`src/rtl/sync_fifo_flex.sv`:
```
// Single-clock FIFO with arbitrary depth, optional first-word-fall-through reads,
// occupancy/threshold flags, sticky error flags and flush. Define SYNC_FIFO_WATERMARK_EN to add max_count.
module sync_fifo_flex #(
  parameter int DEPTH     = 16,
  parameter int WIDTH     = 8,
  parameter int AF_THRESH = 14,
  parameter int AE_THRESH = 2,
  parameter int FWFT      = 0
) (
  input  logic                         clk,
  input  logic                         rst,
  input  logic                         clr,
  input  logic                         wr_en,
  input  logic [WIDTH-1:0]             wr_data,
  input  logic                         rd_en,
  output logic [WIDTH-1:0]             rd_data,
  output logic                         full,
  output logic                         empty,
  output logic                         almost_full,
  output logic                         almost_empty,
  output logic [$clog2(DEPTH+1)-1:0]   count,
  output logic                         overflow,
  output logic                         underflow
`ifdef SYNC_FIFO_WATERMARK_EN
  ,
  output logic [$clog2(DEPTH+1)-1:0]   max_count
`endif
);

  localparam int CW = $clog2(DEPTH + 1);
  localparam int PW = $clog2(DEPTH);
  localparam logic [PW-1:0] PTR_LAST = PW'(DEPTH - 1);
  localparam logic [PW-1:0] PTR_ONE  = PW'(1);
  localparam logic [CW-1:0] CNT_ONE  = CW'(1);
  localparam logic [CW-1:0] CNT_MAX  = CW'(DEPTH);
  localparam logic [CW-1:0] AF_LVL   = CW'(AF_THRESH);
  localparam logic [CW-1:0] AE_LVL   = CW'(AE_THRESH);

  logic [WIDTH-1:0] mem_q [DEPTH];

  logic [PW-1:0]    wr_ptr_q, wr_ptr_d;
  logic [PW-1:0]    rd_ptr_q, rd_ptr_d;
  logic [CW-1:0]    count_q, count_d;
  logic [WIDTH-1:0] rd_data_q, rd_data_d;
  logic             full_q, full_d;
  logic             empty_q, empty_d;
  logic             almost_full_q, almost_full_d;
  logic             almost_empty_q, almost_empty_d;
  logic             overflow_q, overflow_d;
  logic             underflow_q, underflow_d;
  logic             wr_acc, rd_acc;

  // Handshake: a write is taken when wr_en && !full, a read when rd_en && !empty,
  // both judged on the registered flags at the start of the cycle; clr suppresses both.
  always_comb begin
    wr_acc      = wr_en && !full_q && !clr;
    rd_acc      = rd_en && !empty_q && !clr;
    wr_ptr_d    = wr_ptr_q;
    rd_ptr_d    = rd_ptr_q;
    count_d     = count_q;
    overflow_d  = overflow_q;
    underflow_d = underflow_q;

    if (clr) begin
      wr_ptr_d    = '0;
      rd_ptr_d    = '0;
      count_d     = '0;
      overflow_d  = 1'b0;
      underflow_d = 1'b0;
    end else begin
      if (wr_acc) begin
        wr_ptr_d = (wr_ptr_q == PTR_LAST) ? '0 : wr_ptr_q + PTR_ONE;
      end
      if (rd_acc) begin
        rd_ptr_d = (rd_ptr_q == PTR_LAST) ? '0 : rd_ptr_q + PTR_ONE;
      end
      case ({wr_acc, rd_acc})
        2'b10:   count_d = count_q + CNT_ONE;
        2'b01:   count_d = count_q - CNT_ONE;
        default: count_d = count_q;
      endcase
      if (wr_en && full_q) begin
        overflow_d = 1'b1;
      end
      if (rd_en && empty_q) begin
        underflow_d = 1'b1;
      end
    end

    full_d         = (count_d == CNT_MAX);
    empty_d        = (count_d == '0);
    almost_full_d  = (count_d >= AF_LVL);
    almost_empty_d = (count_d <= AE_LVL);
  end

  // In fall-through mode the output register tracks the next head word; when that
  // head is the slot being written this cycle, the incoming data is forwarded.
  always_comb begin
    rd_data_d = rd_data_q;
    if (FWFT != 0) begin
      if (!clr) begin
        if (count_d == '0) begin
          rd_data_d = '0;
        end else if (wr_acc && (rd_ptr_d == wr_ptr_q)) begin
          rd_data_d = wr_data;
        end else begin
          rd_data_d = mem_q[rd_ptr_d];
        end
      end
    end else if (rd_acc) begin
      rd_data_d = mem_q[rd_ptr_q];
    end
  end

  always_ff @(posedge clk) begin
    if (wr_acc && !rst) begin
      mem_q[wr_ptr_q] <= wr_data;
    end
  end

  always_ff @(posedge clk) begin
    if (rst) begin
      wr_ptr_q       <= '0;
      rd_ptr_q       <= '0;
      count_q        <= '0;
      rd_data_q      <= '0;
      full_q         <= 1'b0;
      empty_q        <= 1'b1;
      almost_full_q  <= 1'b0;
      almost_empty_q <= 1'b1;
      overflow_q     <= 1'b0;
      underflow_q    <= 1'b0;
    end else begin
      wr_ptr_q       <= wr_ptr_d;
      rd_ptr_q       <= rd_ptr_d;
      count_q        <= count_d;
      rd_data_q      <= rd_data_d;
      full_q         <= full_d;
      empty_q        <= empty_d;
      almost_full_q  <= almost_full_d;
      almost_empty_q <= almost_empty_d;
      overflow_q     <= overflow_d;
      underflow_q    <= underflow_d;
    end
  end

`ifdef SYNC_FIFO_WATERMARK_EN
  logic [CW-1:0] max_count_q, max_count_d;

  always_comb begin
    max_count_d = max_count_q;
    if (clr) begin
      max_count_d = '0;
    end else if (count_d > max_count_q) begin
      max_count_d = count_d;
    end
  end

  always_ff @(posedge clk) begin
    if (rst) begin
      max_count_q <= '0;
    end else begin
      max_count_q <= max_count_d;
    end
  end

  assign max_count = max_count_q;
`endif

  assign rd_data      = rd_data_q;
  assign full         = full_q;
  assign empty        = empty_q;
  assign almost_full  = almost_full_q;
  assign almost_empty = almost_empty_q;
  assign count        = count_q;
  assign overflow     = overflow_q;
  assign underflow    = underflow_q;

endmodule

```
`config.mk`:
```
export PLATFORM = sky130hd
export DESIGN_NAME = sync_fifo_flex
export DESIGN_NICKNAME = d
export VERILOG_FILES = /design/src/rtl/sync_fifo_flex.sv
export SDC_FILE = /design/constraint.sdc
export NUM_CORES = 1
export LEC_CHECK = 0
export ABC_AREA = 1
export CORE_MARGIN = 3
export CORE_UTILIZATION = 50
export DETAILED_ROUTE_END_ITERATION = 12
export MAX_ROUTING_LAYER = met4
export PLACE_DENSITY_LB_ADDON = 0.3
export SETUP_SLACK_MARGIN = 0.15
export SLEW_MARGIN = 20
export SYNTH_ARGS = -nofsm -noshare
export SYNTH_HDL_FRONTEND = slang
export SYNTH_SLANG_ARGS = --single-unit
```
`constraint.sdc`:
```
create_clock -name clk -period 2.55 [get_ports clk]
set_input_delay 0.765 -clock clk [delete_from_list [all_inputs] [get_ports clk]]
set_output_delay 0.765 -clock clk [all_outputs]
set_load 0.01 [all_outputs]
```
[Yosys cells after proc, flatten, opt, wreduce, memory -nomap -nowiden]
Memories as Yosys holds them, arrays and structs flattened. A register that Yosys moved wholly into a read port is not among the register bits.
Index checks and enable logic that the tools add are counted.
Word-level totals
  register bits after elaboration: 19
  memory bits (writable): 128
  input bits: 13
  output and inout bits: 19
  word-level logic and storage cells: 40
  memories: 1
Memories
  mem_q: words 16, width 8, rd ports 1, clocked after Yosys merged registers in 1, write ports 1, line 39  | logic [WIDTH-1:0] mem_q [DEPTH];
Operators by class
  add/subtract/negate cells: 4
  $lt $le $gt $ge: 2
  equal/unequal tests: 5
  multiplexer cells: 6
  reductions and logical operators: 13
Operator list (number)
  $pmux 5 s2: 1
  $add 4x1->4 const B: 2
  $eq 4x4->1 const B: 2
  $mux 4: 2
  $logic_and 1x1->1: 7
  $add 5x1->5 const B: 1
  $eq 5x5->1 const B: 1
  $ge 5x4->1 const B: 1
  $le 5x2->1 const B: 1
  $logic_not 5->1: 1
  $mux 5: 1
  $sub 5x1->5 const B: 1
  $logic_not 1->1: 4
  $eq 2x1->1 const B: 1
  $eq 2x2->1 const B: 1
  $mux 1: 2
  $reduce_or 2->1: 1

[Longest topological paths before layout]
Gate-level depths: netlist of run 1.
  depth in word-level cells: 7
  mapped depth: 16
  mapped depth without buffers: 16

[Least setup slack after synthesis of run 1]
No wires, ideal clock.
  kind: input-to-reg
  from: input clr
  to: register empty_q, in the netlist empty
  setup time: 0.059 ns
  data arrival time: 2.274 ns
  required time: 2.491 ns
  path slack: 0.216 ns
  stages: 10
  buffers on the path: 1
  cells stage by stage: nor3_2 > clkbuf_1 > ha_1 > inv_1 > or2_2 > nand3_1 > inv_1 > nor2_1 > nand3_1 > nand2_1
On the way
  longest elaborated chain between the ends: 6
Ends and longest elaborated chain
  start: declaration: line 12  | input logic clr,
  $logic_not 1->1: line 56, 57
  $logic_and 1x1->1 (on tied branches): line 57, 56
  $eq 2x1->1 or $eq 2x2->1 (tied branches): line 77  | case ({wr_acc, rd_acc})
  $pmux 5 s2: line 77
  $mux 5 *: line 64  | if (clr) begin
  $logic_not 5->1 *: line 91  | empty_d = (count_d == '0);
  end signal: assignment: line 139  | empty_q <= empty_d;
  end: declaration: line 46  | logic empty_q, empty_d;
Every way passes the cells marked *; elsewhere a longest branch is shown, timed or not.
A chain may end at the register's enable or synchronous reset.

[Final worst setup path of run 1]
  from: register empty_q, in the netlist empty
  to: output empty
RTL lines
  end: declaration: line 18  | output logic empty,
No word-level cell between the ends.

==> results.md, run 1 <==
- Pre-Repair DR Iteration Count: 5
- Most instantiated library cell after synthesis: edfxtp_1
- Core Box Area: ~0.012 mm^2
- Status: finished clean
- Share of layout cells above drive strength 1: 0.1415
- Critical path buffers and inverters: 1
- Max Freq: 437.7 MHz
- Post-route antenna net violation count: 0
- Worst setup skew after layout: 0.008205 ns
- Worst path required time: approximately 1.8 ns
- Area post-placement: 0.007003 mm^2
- MaxCap Viol Count: 0
- Via-per-instance ratio: 5.616
- Seq/Total Area, Yosys: 0.6973
- Final min period: around 2.3 ns
- CP peak stage delay: 0.61 ns
- Post-synthesis area per instance: 11.69 um^2
- Power density over cell area: 725.5 mW/mm^2
- Slew margin rel.: 0.5272
- Die Span X: 118.1 um
- Setup TNS Final: 0 ns
- Num CTS Buffers: 17
- Most instantiated cells after synthesis: 128 x edfxtp_1, 89 x nor2_1, 82 x o21ai_0, 51 x nand2_1, 29 x inv_1
- Final antenna diode count: 0
- Pwr Total: roughly 5500 uW
- Clock Sinks: 155
- CTS root buf: clkbuf_16
- Crit path kind: reg -> out
- Clock slew at reported path FFs: 0.06 ns
- Starting density of the core: 0.5170
- Leak pwr: between 0.002 and 0.003 uW
- Number of flops mapped to enable cells by yosys: ~130
- Max Slew Vio Count: 0
- First-pass GRT wire length: 22.85 mm
- Height of the die: 118.1 um
- RSZ-0062 raised after global routing: false
- Final setup vio count: 0
- Post-Route WL: 14.49 mm
- Ordered list of cells on the worst path: clkdlybuf4s50_1
- Hold Path Class: reg -> reg
- Worst-margin pin slew: 0.7069 ns
- Arr. time, crit path: around 1.5 ns
- Per-cell routed wire length: 18.50 um
- Slowest stage cell, crit path: clkdlybuf4s50_1
- Syn Inst Count: 538
- Worst Path Max Fanout: 4
- Drt drc: 0
- Initial DRC Count: 338
- Hpwl dp: around 9.0 mm
- Die footprint: 0.01396 mm^2
- Worst-case clock buffer depth: 2
- Delay-heaviest family, CP: buffers and inverters
- H-Tree Depth: 4
- # rows: 40
- Post-Syn Nets: 558
- Synthesized cell area: 0.006287 mm^2
- Vias in the first global route: 4368
- Synthesized flop and latch total: 155
- Post-CTS Repair Setup Buffers: 0
- Clk_lat worst skew: approximately 0.42 ns
- Synth Flop Type: edfxtp_1
- DR vias: 4397
- Total GRT Usage: 0.2194
- Asr flop ratio synth: 0
- Hold Vio Cnt, Final: 0
- Largest net degree at the start of global routing: 68
- Design area: 0.007607 mm^2
- Placer congestion estimate: ~0.87
- Final worst-path cycle share: 0.8960
- Netlist cell types: 31
- Final cell utilization of the core: 0.6255
- Initial antenna violation count: 0
- R2r setup slk: about 0.68 ns
- Hold buffer count at CTS: 0
- Worst setup SP type: flip-flop
- Top cell type by total area after synthesis: edfxtp_1
- IO Port Bufs: 31
- Critical Path End Type: output port
- Nets: 622
- Max IR drop VDD: 0.5357 mV
- Fillcell total: 906
- TritonCTS clock tree: done
- YS warnings: 0
- Top post-synthesis cells by area: edfxtp_1 61%, dfxtp_1 8.6%, o21ai_0 6.5%
- Yosys top cell area share: 0.6113
- Area Overhead vs Synth: 21.00%
- Remaining Overflow, GRT: 0
- I/O pin cnt: 32
## metal layers
metal	global-route usage	part of all wire
met5	-	0
met4	0.06740	0.0090
met3	0.04450	0.059
met2	0.3633	0.51
met1	0.2746	0.42
## report_power, final
part	total, uW	switching, uW	internal [uW]
Sequential	2780	20.4	2760
Combinational	300	180	120
Clock	2440	994	1440
Total	5520	1190	4320
## timing repair
item / CTS / global route
endpoints found under the setup margin: 0 / 9
endpoints found under the hold margin: 0 / 0
resized for setup: 0 / 9
## flip-flops by register name (all words and copies together) (netlist names)
| name | count |
|---|---|
| empty | 1 |
| mem_q | 128 |
| almost_empty | 1 |
| count | 5 |
| rd_ptr_q | 4 |
| underflow | 1 |
| almost_full | 1 |
| full | 1 |
| rd_data | 8 |
| wr_ptr_q | 4 |
| overflow | 1 |
## layout make-up
class / instances / area [um^2] / share of cell area
sequential: 155 / 4385 / 0.5765
timing repair buffer: 70 / 610.6 / 0.08026
clock inverter: 14 / 145.1 / 0.01908
tap: 168 / 210.2 / 0.02763
multi-input combinational: 326 / 1707 / 0.2243
clock buffer: 18 / 429.2 / 0.05641
inverter: 32 / 120.1 / 0.01579
## final timing paths
kind                            startpoint        to  cells after the start
worst max-delay path                 empty     empty                      1
worst min-delay path              overflow  overflow                      2
worst max register to register       empty      full                     14
worst min register to register    overflow  overflow                      2
## cells in the final DEF (no fill, tap or decap), types with 2 or more instances in the layout
master and instances:
xor2_1 3, clkinvlp_4 2, buf_4 39, inv_1 29, clkinv_2 2, clkdlybuf4s50_1 28, clkinv_1 3, inv_6 3
nand3_2 4, ha_1 7, a21oi_2 2, inv_2 2, nor3_1 8, nor2_1 88, nand2_2 5, edfxtp_1 128
dfxtp_1 26, clkbuf_16 17, dlymetal6s2s_1 3, nand2_1 49, nand3_1 14, clkinv_4 3, a41oi_1 8, o21ai_0 82
o211ai_1 4, o221ai_1 12, bufinv_16 2, a21oi_1 7, o22ai_1 20, nand4_1 4
## kinds of logic after synthesis
| group | count (synthesis) | share of synthesized area |
|---|---|---|
| compound gates | 139 | 0.1305 |
| simple gates | 177 | 0.1192 |
| flops | 155 | 0.6973 |
| fa+ha+maj | 7 | 0.01393 |
| buf+inv | 57 | 0.03483 |
| xor+xnor | 3 | 0.004180 |
## stage by stage
step / cells / worst slack (ns) / hold WS, ns
after floorplan: 538 / 0.2165 / 0.4880
after global placement: 751 / -0.1300 / 0.4549
after detailed placement: 751 / -0.1957 / 0.4701
after CTS: 783 / 0.2285 / 0.4851
after global routing: 783 / 0.2190 / 0.5195
final: 783 / 0.2651 / 0.4851
## worst register-to-register path: stages, from the launching register on
cell	delay (ns)
dfxtp_1	0.39
nor2_4	0.15
nand3_2	0.08
nand2_1	0.08
nand2_2	0.06
ha_1	0.19
a21oi_2	0.13
nand3_1	0.09
nand2_1	0.07
nand2_1	0.09
nand2_2	0.09
nand2_1	0.08
nor2_2	0.13
nand2_1	0.08
nor2_1	0.11
Note: power is estimated with default switching activity, not from simulation.
==> inputs of run 2 (changes only) <==
CORE_UTILIZATION = 59   (was 50)
GPL_TIMING_DRIVEN = 0   (was default)
==> run 2 against run 1 <==
Effect of this change: critical path depth did not move; clock power decreased by 8.2%; clock skew decreased by 0.0025 ns; worst setup slack worse by 0.058 ns; via count increased by 4.8%; core utilization is 9.3 points higher; hold slack worse by 0.0056 ns; cell count shrank 5.5%; combinational power barely moved; sequential share of layout area increased by 1.5 points; first-iteration DRC count increased by 36%.
==> results.md, run 2 (synthesized netlist as in run 1, its figures left out) <==
- Status: finished clean
- Initial DRC Count: roughly 460
- Placed Instances: around 700
- Clk_lat worst skew: 0.53 ns
- Drt drc: 0
- Max Freq: 426.9 MHz
- Critical Path Stages: 1
- Commonest non-fill, non-tap cell in the layout: edfxtp_1
- Max Slew Vio Count: 0
- Worst-margin pin slew: 0.8755 ns
- Max IR drop VDD: 0.4954 mV
- Worst setup SP type: flip-flop
- Leading cell types in the layout, fill and taps excluded: 128 x edfxtp_1, 86 x nor2_1, 82 x o21ai_0
- Die footprint: 0.01193 mm^2
- Slew margin rel.: 0.4142
- Share of layout cells above drive strength 1: 0.1093
- Crit path kind: reg -> out
- Slowest stage cell, crit path: clkdlybuf4s50_1
- Multi-input logic area: 0.001762 mm^2
- First-pass GRT wire length: 23.92 mm
- RSZ-0062 raised after global routing: false
- Remaining Overflow, GRT: 0
- Final setup vio count: 0
- H-Tree Depth: 4
- Worst Path Max Fanout: 4
- Fillcell total: between 600 and 700
- Initial antenna violation count: 0
- Post-Route WL: 15.69 mm
- DR vias: 4609
- Ordered list of cells on the worst path: clkdlybuf4s50_1
- Core Box Area: 0.01032 mm^2
- Final worst-path cycle share: 0.9187
- Hold Startpoint: underflow
- Starting density of the core: 0.6090
- Arr. time, crit path: 1.58 ns
- Critical path buffers and inverters: 1
- I/O pin cnt: 32
- Critical Path End Type: output port
- Pwr Total: roughly 5300 uW
- Die Span X: 109.2 um
- Final min period: roughly 2.3 ns
- Worst-case clock buffer depth: 2
- Via-per-instance ratio: about 6.2
- CP peak stage delay: 0.60 ns
- Power density over cell area: 717.0 mW/mm^2
- Placer congestion estimate: just over 0.9
- Largest net degree at the start of global routing: 17
- Per-cell routed wire length: approximately 21 um
- CTS root buf: clkbuf_8
- # rows: 37
- Hpwl dp: 10.10 mm
- Crit path launch: empty
- Area Overhead vs Synth: 17.95%
- Hold buffer count at CTS: 0
- TritonCTS clock tree: done
- Nets: 612
- Reg area: about 0.0044 mm^2
- Hold Path Class: reg -> reg
- Num CTS Buffers: 17
- Worst hold stages: 2
- Reg2Reg Launch Point: rd_ptr_q[0]
- Reg2Reg Depth: 6
- MaxCap Viol Count: 0
- Total GRT Usage: 0.2852
- Hold Vio Cnt, Final: 0
- Worst path required time: between 1.5 and 2 ns
- Post-Layout Cell Count: between 700 and 800
- Vias in the first global route: roughly 4.4k
- Pre-Repair DR Iteration Count: 7
- Clock slew at reported path FFs: 0.06 ns
- Delay-heaviest family, CP: buffers and inverters
- Max reg flops: 128
- Final cell utilization of the core: 0.7183
- Reg with most FFs: mem_q
- Leak pwr: 0.002524 uW
- Clock Sinks: approximately 160
- Worst setup skew after layout: 0.005717 ns
- Post-route antenna net violation count: 0
- Final antenna diode count: 0
- Height of the die: 109.2 um
- IO Port Bufs: 31
==> run 2: cell count changes in the layout (fill, tap and decap cells not counted), moves of 2 or more <==
cell and change:
buf_2 +4, buf_4 -36, clkbuf_1 +20, clkinv_2 +2, clkinv_4 -3, clkinvlp_4 +3
inv_6 -2, nor2_1 -2, nor2_2 +2, nor3_1 -8, nor3_2 +8
==> run 2: layer usage <==
metal / GRT usage / wire length (um) / vias up
li1: - / - / 2065
met1: 0.3723 / 5787 / 2200
met2: 0.4461 / 7656 / 295
met3: 0.05921 / 1790 / 49
met4: 0.1077 / 454 / 0
met5: - / 0 / -
==> run 2: layout make-up <==
cell class              instances  share of cell area
flip-flops and latches        155              0.5912
repair buffers                 35             0.04690
well taps                     136             0.02295
clock inverters                13             0.01400
inverters                      32             0.01620
multi-input cells             326              0.2376
clock buffers                  18             0.05635
plain buffers                  25             0.01485
==> run 2: final timing paths <==
check                                  end  slack [ns]
worst max-delay path                 empty        0.21
worst min-delay path             underflow        0.48
worst min register to register   underflow        0.48
worst max register to register  rd_data[3]        0.50
==> run 2: power by group <==
group | internal, uW | switching (uW)
combinational | 108 | 189
clock | 1270 | 962
sequential | 2760 | 20.6
==> run 2: repair_timing <==
item                                    in CTS  in global routing
pin swaps                                    2                  2
gates cloned                                 0                  0
gates resized for setup                      6                 12
endpoints found under the setup margin     105                 53
setup buffers                                4                  0
==> run 2: stage by stage <==
step	instance area (um^2)	worst slack, ns	TNS, ns	hold WS [ns]
2_1_floorplan	6287	0.2165	0	0.4880
3_3_place_gp	6768	-0.8600	-84.59	0.4572
3_5_place_dp	6808	-0.8693	-63.30	0.4627
4_1_cts	7377	0.1522	0	0.4822
5_1_grt	7416	0.1723	0	0.5214
6_report	7416	0.2074	0	0.4795
==> inputs of run 3 (changes only) <==
CORE_MARGIN = 2   (was 3)
==> run 3 against run 2 <==
Effect of this change: clock power rose by 19%; critical path type unchanged; clock skew about the same; global-route usage is 1.4 points higher; final area rose by 1.7%; die area shrank 3.6%; first-iteration DRC count is 36% higher; largest cell class unchanged; combinational power about the same; sequential share of layout area is 0.96 points lower.
==> results.md, run 3 (synthesized netlist as in run 1, its figures left out) <==
- Worst setup SP type: flip-flop
- Share of layout cells above drive strength 1: 0.1256
- Clock Sinks: ~160
- P_sw: about 1300 uW
- Clock share of power: 0.463
- Final setup vio count: 0
- IO Port Bufs: 31
- I/O pin cnt: 32
- Hold Startpoint: overflow
- TritonCTS clock tree: done
- Hold Vio Cnt, Final: 0
- Max reg flops: 128
- Final WS setup: 0.2147 ns
- Length of routed met2 wiring: 7.845 mm
- Reg2Reg Launch Point: rd_ptr_q[0]
- Top routing layer used: met4
- Max IR drop VDD: 0.6405 mV
- Core Box Area: 0.01032 mm^2
- Nets: 612
- Switching Share: 0.2189
- Reg with most FFs: mem_q
- Final min period: ~2.3 ns
- Per-cell routed wire length: 21.23 um
- Setup TNS Final: 0 ns
- Hold buffer count at CTS: 0
- Critical path buffers and inverters: 1
- H-Tree Depth: 4
- Worst setup skew after layout: 0.005806 ns
- MaxCap Viol Count: 0
- Via-per-instance ratio: 6.220
- Worst hold stages: 2
- Total GRT Usage: 0.2990
- Logic pwr share: 0.052
- Slew margin rel.: 0.4377
- Final worst-path cycle share: 0.9158
- Initial antenna violation count: 0
- Post-Route WL: 15.73 mm
- Die Span X: 107.2 um
- Slowest stage cell, crit path: clkdlybuf4s50_1
- Sequential power share: 0.485
- Met1 Routed Length: 6.170 mm
- Drt drc: 0
- Initial DRC Count: approximately 620
- Leak pwr: 0.002558 uW
- Starting density of the core: 0.6090
- Largest net degree at the start of global routing: 17
- Pre-CTS setup slack: -0.8863 ns
- Height of the die: 107.2 um
- First-pass GRT wire length: approximately 24 mm
- Final cell utilization of the core: 0.7302
- Pre-Repair DR Iteration Count: 6
- Clock slew at reported path FFs: 0.06 ns
- Worst-margin pin slew: ~0.84 ns
- Die footprint: 0.01150 mm^2
- Post-route antenna net violation count: 0
- Reg2Reg Depth: 7
- Int Pwr: 4479 uW
- DR vias: 4609
- Critical Path End Type: output port
- CP peak stage delay: 0.59 ns
- Critical Path Stages: 1
- Hold Path Class: reg -> reg
- Final antenna diode count: 0
- Status: finished clean
- Max Freq: approximately 430 MHz
- Max Slew Vio Count: 0
- Pwr Total: 5735 uW
- Hpwl dp: 9.673 mm
- Remaining Overflow, GRT: 0
- Crit path kind: reg -> out
- Leading cell types in the layout, fill and taps excluded: 128 x edfxtp_1, 82 x o21ai_0, 81 x nor2_1
- Worst path required time: 1.79 ns
- Post-Layout Cell Count: 741
- Arr. time, crit path: 1.57 ns
- R2r setup slk: roughly 0.54 ns
- CTS root buf: clkbuf_8
- RSZ-0062 raised after global routing: true
- Placer congestion estimate: roughly 0.91
- Hold path endpoint: overflow
- Ordered list of cells on the worst path: clkdlybuf4s50_1
- Placed Instances: 705
- Commonest non-fill, non-tap cell in the layout: edfxtp_1
- Clk_lat worst skew: roughly 0.53 ns
- # rows: 37
- Vias in the first global route: 4589
- Worst Path Max Fanout: 4
- Num CTS Buffers: 17
- Power density over cell area: 760.7 mW/mm^2
- Delay-heaviest family, CP: buffers and inverters
- Area Overhead vs Synth: 19.90%
- Worst-case clock buffer depth: 2
- R2r endpoint: rd_data[0]
- Met3 WL: between 1 and 1.5 mm
## run 3: cell count changes in the layout (fill, tap and decap cells not counted), sizes merged
cell           delta
bufinv            +3
inv               +3
clkdlybuf4s50     +2
clkinv            -2
clkinvlp          -2
dlymetal6s2s      -2
buf               -1
## run 3: power groups by stage
stage | combinational, uW | clock, uW | sequential [uW]
2_1_floorplan | 129 | 0 | 2840
3_3_place_gp | 262 | 0 | 2830
3_5_place_dp | 272 | 0 | 2830
4_1_cts | 281 | 2650 | 2780
5_1_grt | 323 | 2770 | 2780
6_report | 297 | 2660 | 2780
## run 3: area by class of cell
class	instances	area, um^2
clock buffer	17	414.1
sequential	155	4384
timing repair buffer	35	342.8
multi-input combinational	326	1787
inverter	32	120.1
tap	136	170.2
clock inverter	15	211.5
buffer	25	108.9
fill	650	2785
## run 3: per-stage QoR
| stage | hold slack (ns) | area [um^2] |
|---|---|---|
| after global placement | 0.4585 | 6768 |
| after global routing | 0.5148 | 7538 |
| final | 0.4828 | 7538 |
| after floorplan | 0.4880 | 6287 |
| after detailed placement | 0.4687 | 6808 |
| after CTS | 0.4863 | 7481 |
## run 3: worst max-delay path by stage
stage	startpoint	end	slack (ns)
after detailed placement	clr	empty	-0.89
after global placement	clr	mem_q[14][5]	-0.90
final	empty	empty	0.21
after global routing	rd_en	almost_full	0.09
after floorplan	clr	empty	0.22
after CTS	rd_en	empty	0.17
## run 3: repair_timing
action,CTS,global route
endpoints found under the setup margin,112,21
pin swaps,1,3
setup buffers,2,2
gates resized for setup,12,9
## run 3: routing by layer
| layer | vias up | global-route usage |
|---|---|---|
| met5 | - | - |
| met4 | 0 | 0.1122 |
| met3 | 43 | 0.07234 |
| met2 | 286 | 0.4656 |
| met1 | 2205 | 0.3853 |
| li1 | 2075 | - |
